==> src/rtl/fuzzy_risk_engine.sv <==
// fuzzy_risk_engine
// Two-input Mamdani-style fuzzy inference: rainfall and soil moisture are each
// fuzzified into low/medium/high triangular sets, combined by three same-label
// AND rules (min or product), and defuzzified by a weighted average computed
// with a restoring divider. One sample in flight, valid/ready on both sides.
//
// state | meaning
// ------+---------------------------------------------------------------
// IDLE  | ready for a sample; capture rain, soil and and_mode on accept
// FUZZ  | register the six triangular memberships
// RULE  | register the three rule strengths (min or product AND)
// ACCUM | register weighted numerator and denominator, seed the divider
// DIV   | one quotient bit per edge for MW edges (fixed latency)
// DONE  | hold risk/no_rule with out_valid until out_ready

module fuzzy_risk_engine #(
    parameter int DW   = 8,
    parameter int MW   = 8,
    parameter int LO_A = 0,
    parameter int LO_B = 20,
    parameter int LO_C = 40,
    parameter int MD_A = 30,
    parameter int MD_B = 50,
    parameter int MD_C = 70,
    parameter int HI_A = 60,
    parameter int HI_B = 80,
    parameter int HI_C = 100,
    parameter int W_LO = 85,
    parameter int W_MD = 170,
    parameter int W_HI = 255
) (
    input  logic          clk,
    input  logic          rst,
    input  logic          in_valid,
    output logic          in_ready,
    input  logic [DW-1:0] rain,
    input  logic [DW-1:0] soil,
    input  logic          and_mode,
    output logic          out_valid,
    input  logic          out_ready,
    output logic [MW-1:0] risk,
    output logic          no_rule
);

    // Membership arithmetic width: (v-a)*MAX needs DW+MW bits, plus one spare.
    localparam int WP  = DW + MW + 1;
    localparam int NW  = 2 * MW + 2;
    localparam int DNW = MW + 2;
    localparam int CW  = $clog2(MW);

    typedef enum logic [2:0] {
        S_IDLE  = 3'd0,
        S_FUZZ  = 3'd1,
        S_RULE  = 3'd2,
        S_ACCUM = 3'd3,
        S_DIV   = 3'd4,
        S_DONE  = 3'd5
    } state_t;

    state_t         state_q, state_d;
    logic [DW-1:0]  rain_q, rain_d, soil_q, soil_d;
    logic           mode_q, mode_d;
    logic [MW-1:0]  rain_lo_q, rain_lo_d, rain_md_q, rain_md_d, rain_hi_q, rain_hi_d;
    logic [MW-1:0]  soil_lo_q, soil_lo_d, soil_md_q, soil_md_d, soil_hi_q, soil_hi_d;
    logic [MW-1:0]  s_lo_q, s_lo_d, s_md_q, s_md_d, s_hi_q, s_hi_d;
    logic [DNW-1:0] den_q, den_d, rem_q, rem_d;
    logic [MW-1:0]  nsh_q, nsh_d, quo_q, quo_d;
    logic [CW-1:0]  cnt_q, cnt_d;
    logic [MW-1:0]  risk_q, risk_d;
    logic           no_rule_q, no_rule_d;
    logic           in_ready_q, in_ready_d;
    logic           out_valid_q, out_valid_d;

    logic           accept;
    logic           div_last;
    logic [NW-1:0]  num;
    logic [DNW:0]   trial;
    logic           qbit;

    // Triangular membership; divisions are by breakpoint constants, floored.
    function automatic logic [MW-1:0] tri_mf(input logic [DW-1:0] v,
                                             input int a, input int b, input int c);
        logic [WP-1:0] vx, ax, bx, cx, mx, t;
        vx = WP'(v);
        ax = WP'(a);
        bx = WP'(b);
        cx = WP'(c);
        mx = WP'((1 << MW) - 1);
        t  = '0;
        if (vx > ax && vx <= bx) begin
            t = ((vx - ax) * mx) / (bx - ax);
        end else if (vx > bx && vx < cx) begin
            t = ((cx - vx) * mx) / (cx - bx);
        end
        return MW'(t);
    endfunction

    // Fuzzy AND: min for mode 0, scaled product for mode 1.
    function automatic logic [MW-1:0] and_op(input logic [MW-1:0] x,
                                             input logic [MW-1:0] y,
                                             input logic m);
        logic [2*MW-1:0] p;
        p = (2*MW)'(x) * (2*MW)'(y);
        if (m) begin
            return MW'(p >> MW);
        end
        return (x < y) ? x : y;
    endfunction

    assign accept   = (state_q == S_IDLE) && in_valid && in_ready_q;
    assign div_last = (state_q == S_DIV) && (cnt_q == '0);

    // Numerator cannot overflow: three strengths times MW-bit weights < 2^(2MW+2).
    assign num   = NW'(s_hi_q) * NW'(W_HI) + NW'(s_md_q) * NW'(W_MD) + NW'(s_lo_q) * NW'(W_LO);
    assign trial = {rem_q, nsh_q[MW-1]};
    assign qbit  = (trial >= {1'b0, den_q});

    // Next-state and handshake flags; ready/valid are registered from the next state.
    always_comb begin
        state_d = state_q;
        case (state_q)
            S_IDLE:  if (accept) state_d = S_FUZZ;
            S_FUZZ:  state_d = S_RULE;
            S_RULE:  state_d = S_ACCUM;
            S_ACCUM: state_d = S_DIV;
            S_DIV:   if (cnt_q == '0) state_d = S_DONE;
            S_DONE:  if (out_ready) state_d = S_IDLE;
            default: state_d = S_IDLE;
        endcase
        in_ready_d  = (state_d == S_IDLE);
        out_valid_d = (state_d == S_DONE);
    end

    // Datapath: each stage updates only its own registers, everything else holds.
    always_comb begin
        rain_d    = rain_q;
        soil_d    = soil_q;
        mode_d    = mode_q;
        rain_lo_d = rain_lo_q;
        rain_md_d = rain_md_q;
        rain_hi_d = rain_hi_q;
        soil_lo_d = soil_lo_q;
        soil_md_d = soil_md_q;
        soil_hi_d = soil_hi_q;
        s_lo_d    = s_lo_q;
        s_md_d    = s_md_q;
        s_hi_d    = s_hi_q;
        den_d     = den_q;
        rem_d     = rem_q;
        nsh_d     = nsh_q;
        quo_d     = quo_q;
        cnt_d     = cnt_q;
        risk_d    = risk_q;
        no_rule_d = no_rule_q;
        case (state_q)
            S_IDLE: begin
                if (accept) begin
                    rain_d = rain;
                    soil_d = soil;
                    mode_d = and_mode;
                end
            end
            S_FUZZ: begin
                rain_lo_d = tri_mf(rain_q, LO_A, LO_B, LO_C);
                rain_md_d = tri_mf(rain_q, MD_A, MD_B, MD_C);
                rain_hi_d = tri_mf(rain_q, HI_A, HI_B, HI_C);
                soil_lo_d = tri_mf(soil_q, LO_A, LO_B, LO_C);
                soil_md_d = tri_mf(soil_q, MD_A, MD_B, MD_C);
                soil_hi_d = tri_mf(soil_q, HI_A, HI_B, HI_C);
            end
            S_RULE: begin
                s_lo_d = and_op(rain_lo_q, soil_lo_q, mode_q);
                s_md_d = and_op(rain_md_q, soil_md_q, mode_q);
                s_hi_d = and_op(rain_hi_q, soil_hi_q, mode_q);
            end
            S_ACCUM: begin
                // The quotient is bounded by the largest weight, so the upper
                // bits of the numerator are already below den and seed the remainder.
                den_d = DNW'(s_hi_q) + DNW'(s_md_q) + DNW'(s_lo_q);
                rem_d = num[NW-1:MW];
                nsh_d = num[MW-1:0];
                quo_d = '0;
                cnt_d = CW'(MW - 1);
            end
            S_DIV: begin
                rem_d = qbit ? DNW'(trial - {1'b0, den_q}) : trial[DNW-1:0];
                nsh_d = {nsh_q[MW-2:0], 1'b0};
                quo_d = {quo_q[MW-2:0], qbit};
                if (div_last) begin
                    risk_d    = (den_q == '0) ? '0 : {quo_q[MW-2:0], qbit};
                    no_rule_d = (den_q == '0);
                end else begin
                    cnt_d = cnt_q - CW'(1);
                end
            end
            default: ;
        endcase
    end

    // State and pipeline registers; reset discards any in-flight sample.
    always_ff @(posedge clk or posedge rst) begin
        if (rst) begin
            state_q     <= S_IDLE;
            rain_q      <= '0;
            soil_q      <= '0;
            mode_q      <= 1'b0;
            rain_lo_q   <= '0;
            rain_md_q   <= '0;
            rain_hi_q   <= '0;
            soil_lo_q   <= '0;
            soil_md_q   <= '0;
            soil_hi_q   <= '0;
            s_lo_q      <= '0;
            s_md_q      <= '0;
            s_hi_q      <= '0;
            den_q       <= '0;
            rem_q       <= '0;
            nsh_q       <= '0;
            quo_q       <= '0;
            cnt_q       <= '0;
            risk_q      <= '0;
            no_rule_q   <= 1'b0;
            in_ready_q  <= 1'b0;
            out_valid_q <= 1'b0;
        end else begin
            state_q     <= state_d;
            rain_q      <= rain_d;
            soil_q      <= soil_d;
            mode_q      <= mode_d;
            rain_lo_q   <= rain_lo_d;
            rain_md_q   <= rain_md_d;
            rain_hi_q   <= rain_hi_d;
            soil_lo_q   <= soil_lo_d;
            soil_md_q   <= soil_md_d;
            soil_hi_q   <= soil_hi_d;
            s_lo_q      <= s_lo_d;
            s_md_q      <= s_md_d;
            s_hi_q      <= s_hi_d;
            den_q       <= den_d;
            rem_q       <= rem_d;
            nsh_q       <= nsh_d;
            quo_q       <= quo_d;
            cnt_q       <= cnt_d;
            risk_q      <= risk_d;
            no_rule_q   <= no_rule_d;
            in_ready_q  <= in_ready_d;
            out_valid_q <= out_valid_d;
        end
    end

    assign in_ready  = in_ready_q;
    assign out_valid = out_valid_q;
    assign risk      = risk_q;
    assign no_rule   = no_rule_q;

endmodule

==> config.mk <==
export PLATFORM = sky130hd
export DESIGN_NAME = fuzzy_risk_engine
export DESIGN_NICKNAME = d
export VERILOG_FILES = /design/src/rtl/fuzzy_risk_engine.sv
export SDC_FILE = /design/constraint.sdc
export NUM_CORES = 2
export LEC_CHECK = 0
export CORE_AREA = 4 4 493 495
export CTS_CLUSTER_SIZE = 28
export DETAILED_ROUTE_END_ITERATION = 10
export DIE_AREA = 0 0 497 499
export HOLD_SLACK_MARGIN = 0.12
export PLACE_DENSITY = 0.43
export SETUP_SLACK_MARGIN = 0.3
export SLEW_MARGIN = 30
export SYNTH_ARGS = -nofsm -noshare
export SYNTH_HDL_FRONTEND = slang
export SYNTH_SLANG_ARGS = --single-unit
==> constraint.sdc <==
create_clock -name clk -period 9.77 [get_ports clk]
set_input_delay 0.977 -clock clk [delete_from_list [all_inputs] [get_ports clk]]
set_output_delay 0.977 -clock clk [all_outputs]
set_load 0.05 [all_outputs]
Word level (Yosys, flattened, before mapping)
Cells that the tools add are included.
{"block": "word_totals", "register_bits": 141, "latch_bits": 0, "ram_bits": 0, "mem_bits_ro": 0, "in_bits": 21, "out_inout_bits": 11, "elab_cells": 160, "n_memories": 0}
{"block": "op_classes", "addsub": 16, "multipliers": 18, "div_mod_pow": 12, "n_lt_le_gt_ge": 28, "eq_ne": 7, "shifts": 0, "muxes": 34, "n_bitwise": 0, "reduce_logical": 23}
{"operator": "divider 17 x 5 -> 17 bit, second input constant", "n": 12}
{"operator": "two-way mux 8 bit", "n": 22}
{"operator": "multiplier 9 x 9 -> 17 bit, second input constant", "n": 10}
{"operator": "multiplier 8 x 8 -> 16 bit", "n": 3}
{"operator": "multiplier 8 x 8 -> 16 bit, second input constant", "n": 3}
{"operator": "subtractor 7 x 8 -> 9 bit, first input constant", "n": 4}
{"operator": "greater-than comparator 8 x 5 -> 1 bit, second input constant", "n": 4}
{"operator": "greater-than comparator 8 x 6 -> 1 bit, second input constant", "n": 4}
{"operator": "less-than comparator 8 x 7 -> 1 bit, second input constant", "n": 4}
{"operator": "multiplier 8 x 7 -> 15 bit, second input constant", "n": 2}
{"operator": "less-than comparator 8 bit", "n": 3}
{"operator": "one-hot mux 10 bit (2 select lines)", "n": 1}
{"operator": "adder 17 x 15 -> 18 bit", "n": 1}
{"operator": "one-hot mux 3 bit (6 select lines)", "n": 1}
{"operator": "subtractor 6 x 8 -> 9 bit, first input constant", "n": 2}
{"operator": "subtractor 8 x 5 -> 9 bit, second input constant", "n": 2}
{"operator": "subtractor 8 x 6 -> 9 bit, second input constant", "n": 2}
{"operator": "adder 16 x 16 -> 17 bit", "n": 1}
{"operator": "greater-than comparator 8 x 1 -> 1 bit, second input constant", "n": 2}
{"operator": "greater-than comparator 8 x 7 -> 1 bit, second input constant", "n": 2}
{"operator": "<= comparator 8 x 5 -> 1 bit, second input constant", "n": 2}
{"operator": "<= comparator 8 x 6 -> 1 bit, second input constant", "n": 2}
{"operator": "<= comparator 8 x 7 -> 1 bit, second input constant", "n": 2}
{"operator": "less-than comparator 8 x 6 -> 1 bit, second input constant", "n": 2}
{"operator": "other kinds (20)", "n": 45}

Depth between registers and ports, before layout
{"block": "logic_depth", "ltp_word": 6, "mapped_depth": 46}

Worst setup path after synthesis
Ideal clock, no wire load.
{"block": "synth_path", "path_type": "reg-to-reg", "start": "reg rain_q[5]", "end": "reg rain_md_q[0]", "arrival_time_ps": 10358, "slack_ps": -670, "stages_incl_launch_ff": 41, "synth_period_minus_slack_ps": 10440, "path_cell_list": "dfrtp_1 buf_4 inv_2 ha_1 a31oi_1 o21ai_1 inv_1 ha_1 xor2_1 inv_1 fa_1 fa_1 inv_1 fa_1 inv_1 ha_1 o21a_1 o21a_1 (+5 left out) nand3_1 and3_1 buf_4 nand4_1 a221oi_1 o211ai_2 or3_1 a32oi_1 o21bai_2 a211oi_2 a2111oi_4 or4b_1 o221ai_2 nand2_1 o2111ai_1 nand4_1 mux2_2 a31oi_1"}
{"block": "synth_via", "elab_chain_cells": 5}
{"item": "start, declared", "line_no": "61", "source": "logic [DW-1:0] rain_q, rain_d, soil_q, soil_d;"}
{"item": "start signal, assigned", "line_no": "227", "source": "rain_q <= rain_d;"}
{"item": "subtractor 7 x 8 -> 9 bit", "line_no": "93", "source": "t = ((cx - vx) * mx) / (cx - bx);"}
{"item": "multiplier 9 x 9 -> 17 bit", "line_no": "93"}
{"item": "divider 17 x 5 -> 17 bit", "line_no": "93"}
{"item": "two-way mux 8 bit", "line_no": "92", "source": "end else if (vx > bx && vx < cx) begin"}
{"item": "two-way mux 8 bit *", "line_no": "90", "source": "if (vx > ax && vx <= bx) begin"}
{"item": "end signal, assigned", "line_no": "231", "source": "rain_md_q <= rain_md_d;"}
{"item": "end, declared", "line_no": "63", "source": "logic [MW-1:0] rain_lo_q, rain_lo_d, rain_md_q, rain_md_d, rain_hi_q, rain_hi_d;"}
Every way passes the cells marked *; elsewhere a longest branch is shown, timed or not.
A chain may end at the register's enable or synchronous reset.

Worst setup path in the final report
{"block": "layout_path", "start": "reg rain_q[3]", "end": "reg rain_hi_q[0]"}
{"block": "layout_via", "elab_chain_cells": 5}
{"item": "subtractor 7 x 8 -> 9 bit", "line_no": "93"}
{"item": "multiplier 9 x 9 -> 17 bit", "line_no": "93"}
{"item": "divider 17 x 5 -> 17 bit", "line_no": "93"}
{"item": "two-way mux 8 bit", "line_no": "92"}
{"item": "two-way mux 8 bit *", "line_no": "90"}
{"item": "end signal, assigned", "line_no": "232", "source": "rain_hi_q <= rain_hi_d;"}
{"item": "end, declared", "line_no": "63"}
Marked as above.

==> flow_summary.ini <==
[critical_path]
path_class = flop to flop
path_max_fanout = 7
crit_top_cell = buf_4
worstSetupStartpointType = flop
max_stage_delay_ns = 0.52
timing.rr.start = rain_q[3]
worstRegToRegCells = 42
cp-end-kind = flop
crit_buf_inv = 11
r2r_slack_ns = 0.30
cp.arrival_ns = 9.85
r2r-end = rain_hi_q[0]
slowest_stage = fa_1
critPathLaunch = rain_q[3]
cp_data_required_time_ns = 10.16
cp_top_family = compound AO/OA/AOI/OAI gates

[outcome]
status = complete, no violations

[synth]
synth.net_count = 8851
synth_cells = 7565
synth_area_per_cell_um2 = 7.852
ys_async_sr_fraction_pct = 100.0
syn_area_um2 = 59400
synth_edf_count = 0
ys_types = 133
yosys_warnings = 0
ys.flop_type = dfrtp_1
synth_seq_area_share_pct = 5.940
synth_seq_cells = 141

[sta]
layout_setup_ws_ns = 0.3044
setup_viol = 0
period_share_pct = 96.88
maxSlewViolCount = 0
fin_skew_ns = 0.02783
final_hold_viol_count = 0
worstMarginPinSlew_ns = 1.176
fin_crit_ns = 9.466
grt_setup_unrepaired = true
fmax_mhz = 105.6
slew_headroom_pct = 21.28

[clock_network]
ctsHoldBuffers = 0
cts_root_buf = clkbuf_16
cts_max_level = 4
cts_tree = done
clkLatencyLatePin_ns = 0.53
numCtsBuffers = 17
clock_sinks = 141
path_clk_slew_ns = 0.08
clk_path_buf_depth = 2

[floorplanning]
fp.dieH_um = 499
dieArea_um2 = 248000
rows = 179
start_util_pct = 24.98
fp.dieW_um = 497
ios = 32
core_um2 = 237900

[placed_design]
pre_cts_ws_ns = -0.3513
dp_cells = 10973
dp_hpwl_um = 142500
routabilityCongestion = 0.8447
portBuffers = 31

[global_routing]
gr-total-overflow = 0
grt.total_usage_pct = 13.73
grt_max_degree = 51
grt_pass1_vias = 54176
grt_antenna_before_repair = 3
grt_pass1_wl_um = 287500

[detailed_routing]
routed_via_density = 4.861
wire_per_inst_um = 15.73
dr.pass1.iters = 5
num_vias = 54773
post-route-drc-count = 0
first_iter_violations = 2907
antenna_left = 0
finalWirelength_um = 177300

[hold_path]
min_to = nsh_q[3]
hp-start = nsh_q[3]
worstHoldPathCells = 2
min-delay-path-class = flop to flop

[layout]
antenna_cells = 0
layout-drive-gt1-share_pct = 20.57
fin_nets = 9373
syn_to_final_growth_pct = 24.38
fin_cells = 11267
nFillCells = 25396

[flow_run]
maxCapViolCount = 0
==> Yosys cell counts, types with 26 or more instances <==
| library cell | number | area share, % |
|---|---|---|
| a311oi_1 | 26 | 0.38 |
| o22ai_1 | 45 | 0.47 |
| nor2b_1 | 74 | 0.78 |
| xor2_1 | 143 | 2.1 |
| o2111ai_1 | 27 | 0.40 |
| a21oi_1 | 431 | 3.6 |
| xnor2_1 | 336 | 5.0 |
| o221ai_1 | 27 | 0.40 |
| o21ai_0 | 350 | 2.9 |
| inv_1 | 1221 | 7.7 |
| ha_1 | 679 | 14 |
| buf_2 | 43 | 0.36 |
| a211o_1 | 45 | 0.66 |
| nor3_1 | 179 | 1.5 |
| o21a_1 | 58 | 0.73 |
| o211ai_1 | 84 | 1.1 |
| nand2b_1 | 83 | 0.87 |
| or3_1 | 50 | 0.53 |
| or2_2 | 34 | 0.36 |
| fa_1 | 586 | 20 |
| a21o_1 | 90 | 1.1 |
| o31ai_1 | 33 | 0.42 |
| a31oi_1 | 69 | 0.73 |
| dfrtp_1 | 141 | 5.9 |
| nor4_1 | 58 | 0.61 |
| nand4_1 | 56 | 0.59 |
| nand2_1 | 587 | 3.7 |
| clkbuf_1 | 205 | 1.3 |
| a211oi_1 | 124 | 1.6 |
| nor2_1 | 457 | 2.9 |
| nand3_1 | 183 | 1.5 |
| o21ai_1 | 30 | 0.25 |
| o21bai_1 | 42 | 0.53 |
| and2_1 | 124 | 1.3 |
| a221oi_1 | 34 | 0.50 |
| and3_1 | 45 | 0.47 |
| mux2i_1 | 89 | 1.5 |
==> cells by family (layout without fill, tap and decap cells) <==
group	count (synthesis)	count (layout)	share of synthesized area [%]
buffers and inverters	1519	2054	9.815
multiplexers	127	127	2.300
flip-flops	141	141	5.940
XOR/XNOR	504	504	7.873
AO/OA/AOI/OAI	1941	1941	22.79
adder cells (fa/ha/maj)	1279	1279	34.29
AND/OR/NAND/NOR	2054	2054	16.99
==> worst max-delay path by stage <==
stage / slack (ns) / cells past startpoint / to
final: 0.30 / 42 / rain_hi_q[0]
after global routing: -0.02 / 41 / rain_hi_q[0]
after CTS: 0.23 / 44 / rain_hi_q[0]
after floorplan: 0.28 / 38 / soil_lo_q[1]
after detailed placement: -0.35 / 35 / rain_hi_q[0]
after global placement: -0.49 / 35 / rain_hi_q[0]
==> sequential cells by signal, indices dropped and copies added, names as in the netlist, 7 cells and up <==
name / count
soil_lo_q: 8
rem_q: 10
rain_md_q: 8
soil_q: 8
den_q: 10
quo_q: 7
rain_hi_q: 8
rain_lo_q: 8
nsh_q: 8
risk: 8
s_hi_q: 8
rain_q: 8
s_lo_q: 8
soil_md_q: 8
soil_hi_q: 8
s_md_q: 8
==> stage by stage <==
| step | setup TNS [ns] | area, µm² | hold slack [ns] | util [%] |
|---|---|---|---|---|
| CTS | 0 | 68890 | 0.4923 | 28.97 |
| detailed placement | -2.560 | 66680 | 0.4724 | 28.03 |
| floorplan | 0 | 59890 | 0.4463 | - |
| finish | 0 | 73880 | 0.4928 | 31.06 |
| global route | -0.01760 | 73880 | 0.5149 | 31.06 |
| global placement | -2.159 | 66640 | 0.4583 | 28.02 |
==> cells in the final DEF, fill, tap and decap left out, drive strengths merged, types with 50 or more instances in the layout <==
| cell type | count |
|---|---|
| mux2i | 94 |
| nor2 | 462 |
| or3 | 50 |
| a21o | 90 |
| xor2 | 145 |
| nand4 | 58 |
| nor2b | 74 |
| a31oi | 72 |
| nand2b | 83 |
| xnor2 | 349 |
| ha | 679 |
| o211ai | 95 |
| nand2 | 587 |
| dfrtp | 141 |
| and2 | 126 |
| nor3 | 185 |
| inv | 1238 |
| a21oi | 437 |
| a211oi | 130 |
| nand3 | 184 |
| nor4 | 60 |
| o21ai | 386 |
| fa | 586 |
| buf | 747 |
| o21a | 59 |
==> per-layer routing <==
layer | share of wire, % | track usage, %
met5 | 0 | 0
met4 | 1.2 | 1.894
met3 | 2.2 | 1.001
met2 | 47 | 23.19
met1 | 50 | 19.60
==> area by class of cell <==
type	instances	area, µm²	area share (%)
clock inverters	15	171.4	0.2320
repair buffers	783	6344	8.586
multi-input cells	5905	54710	74.04
flip-flops and latches	141	3545	4.798
inverters	1239	4731	6.403
well taps	3167	3963	5.363
clock buffers	17	425.4	0.5758
==> what timing repair did <==
action	CTS	global route
cloned	0	5
hold endpoints to repair	0	0
pin swaps	52	336
gates resized for setup	199	697
buffers inserted	69	188
endpoints found under the setup margin	20	24
==> tightest hold or removal path, cell delays in order, from the launching register on <==
cell     delay [ns]
dfrtp_1        0.35
nand2_1        0.05
nand2_1        0.06
Power is not shown: default switching activity piles up to over one toggle a cycle in this logic, so the estimate is an artifact.
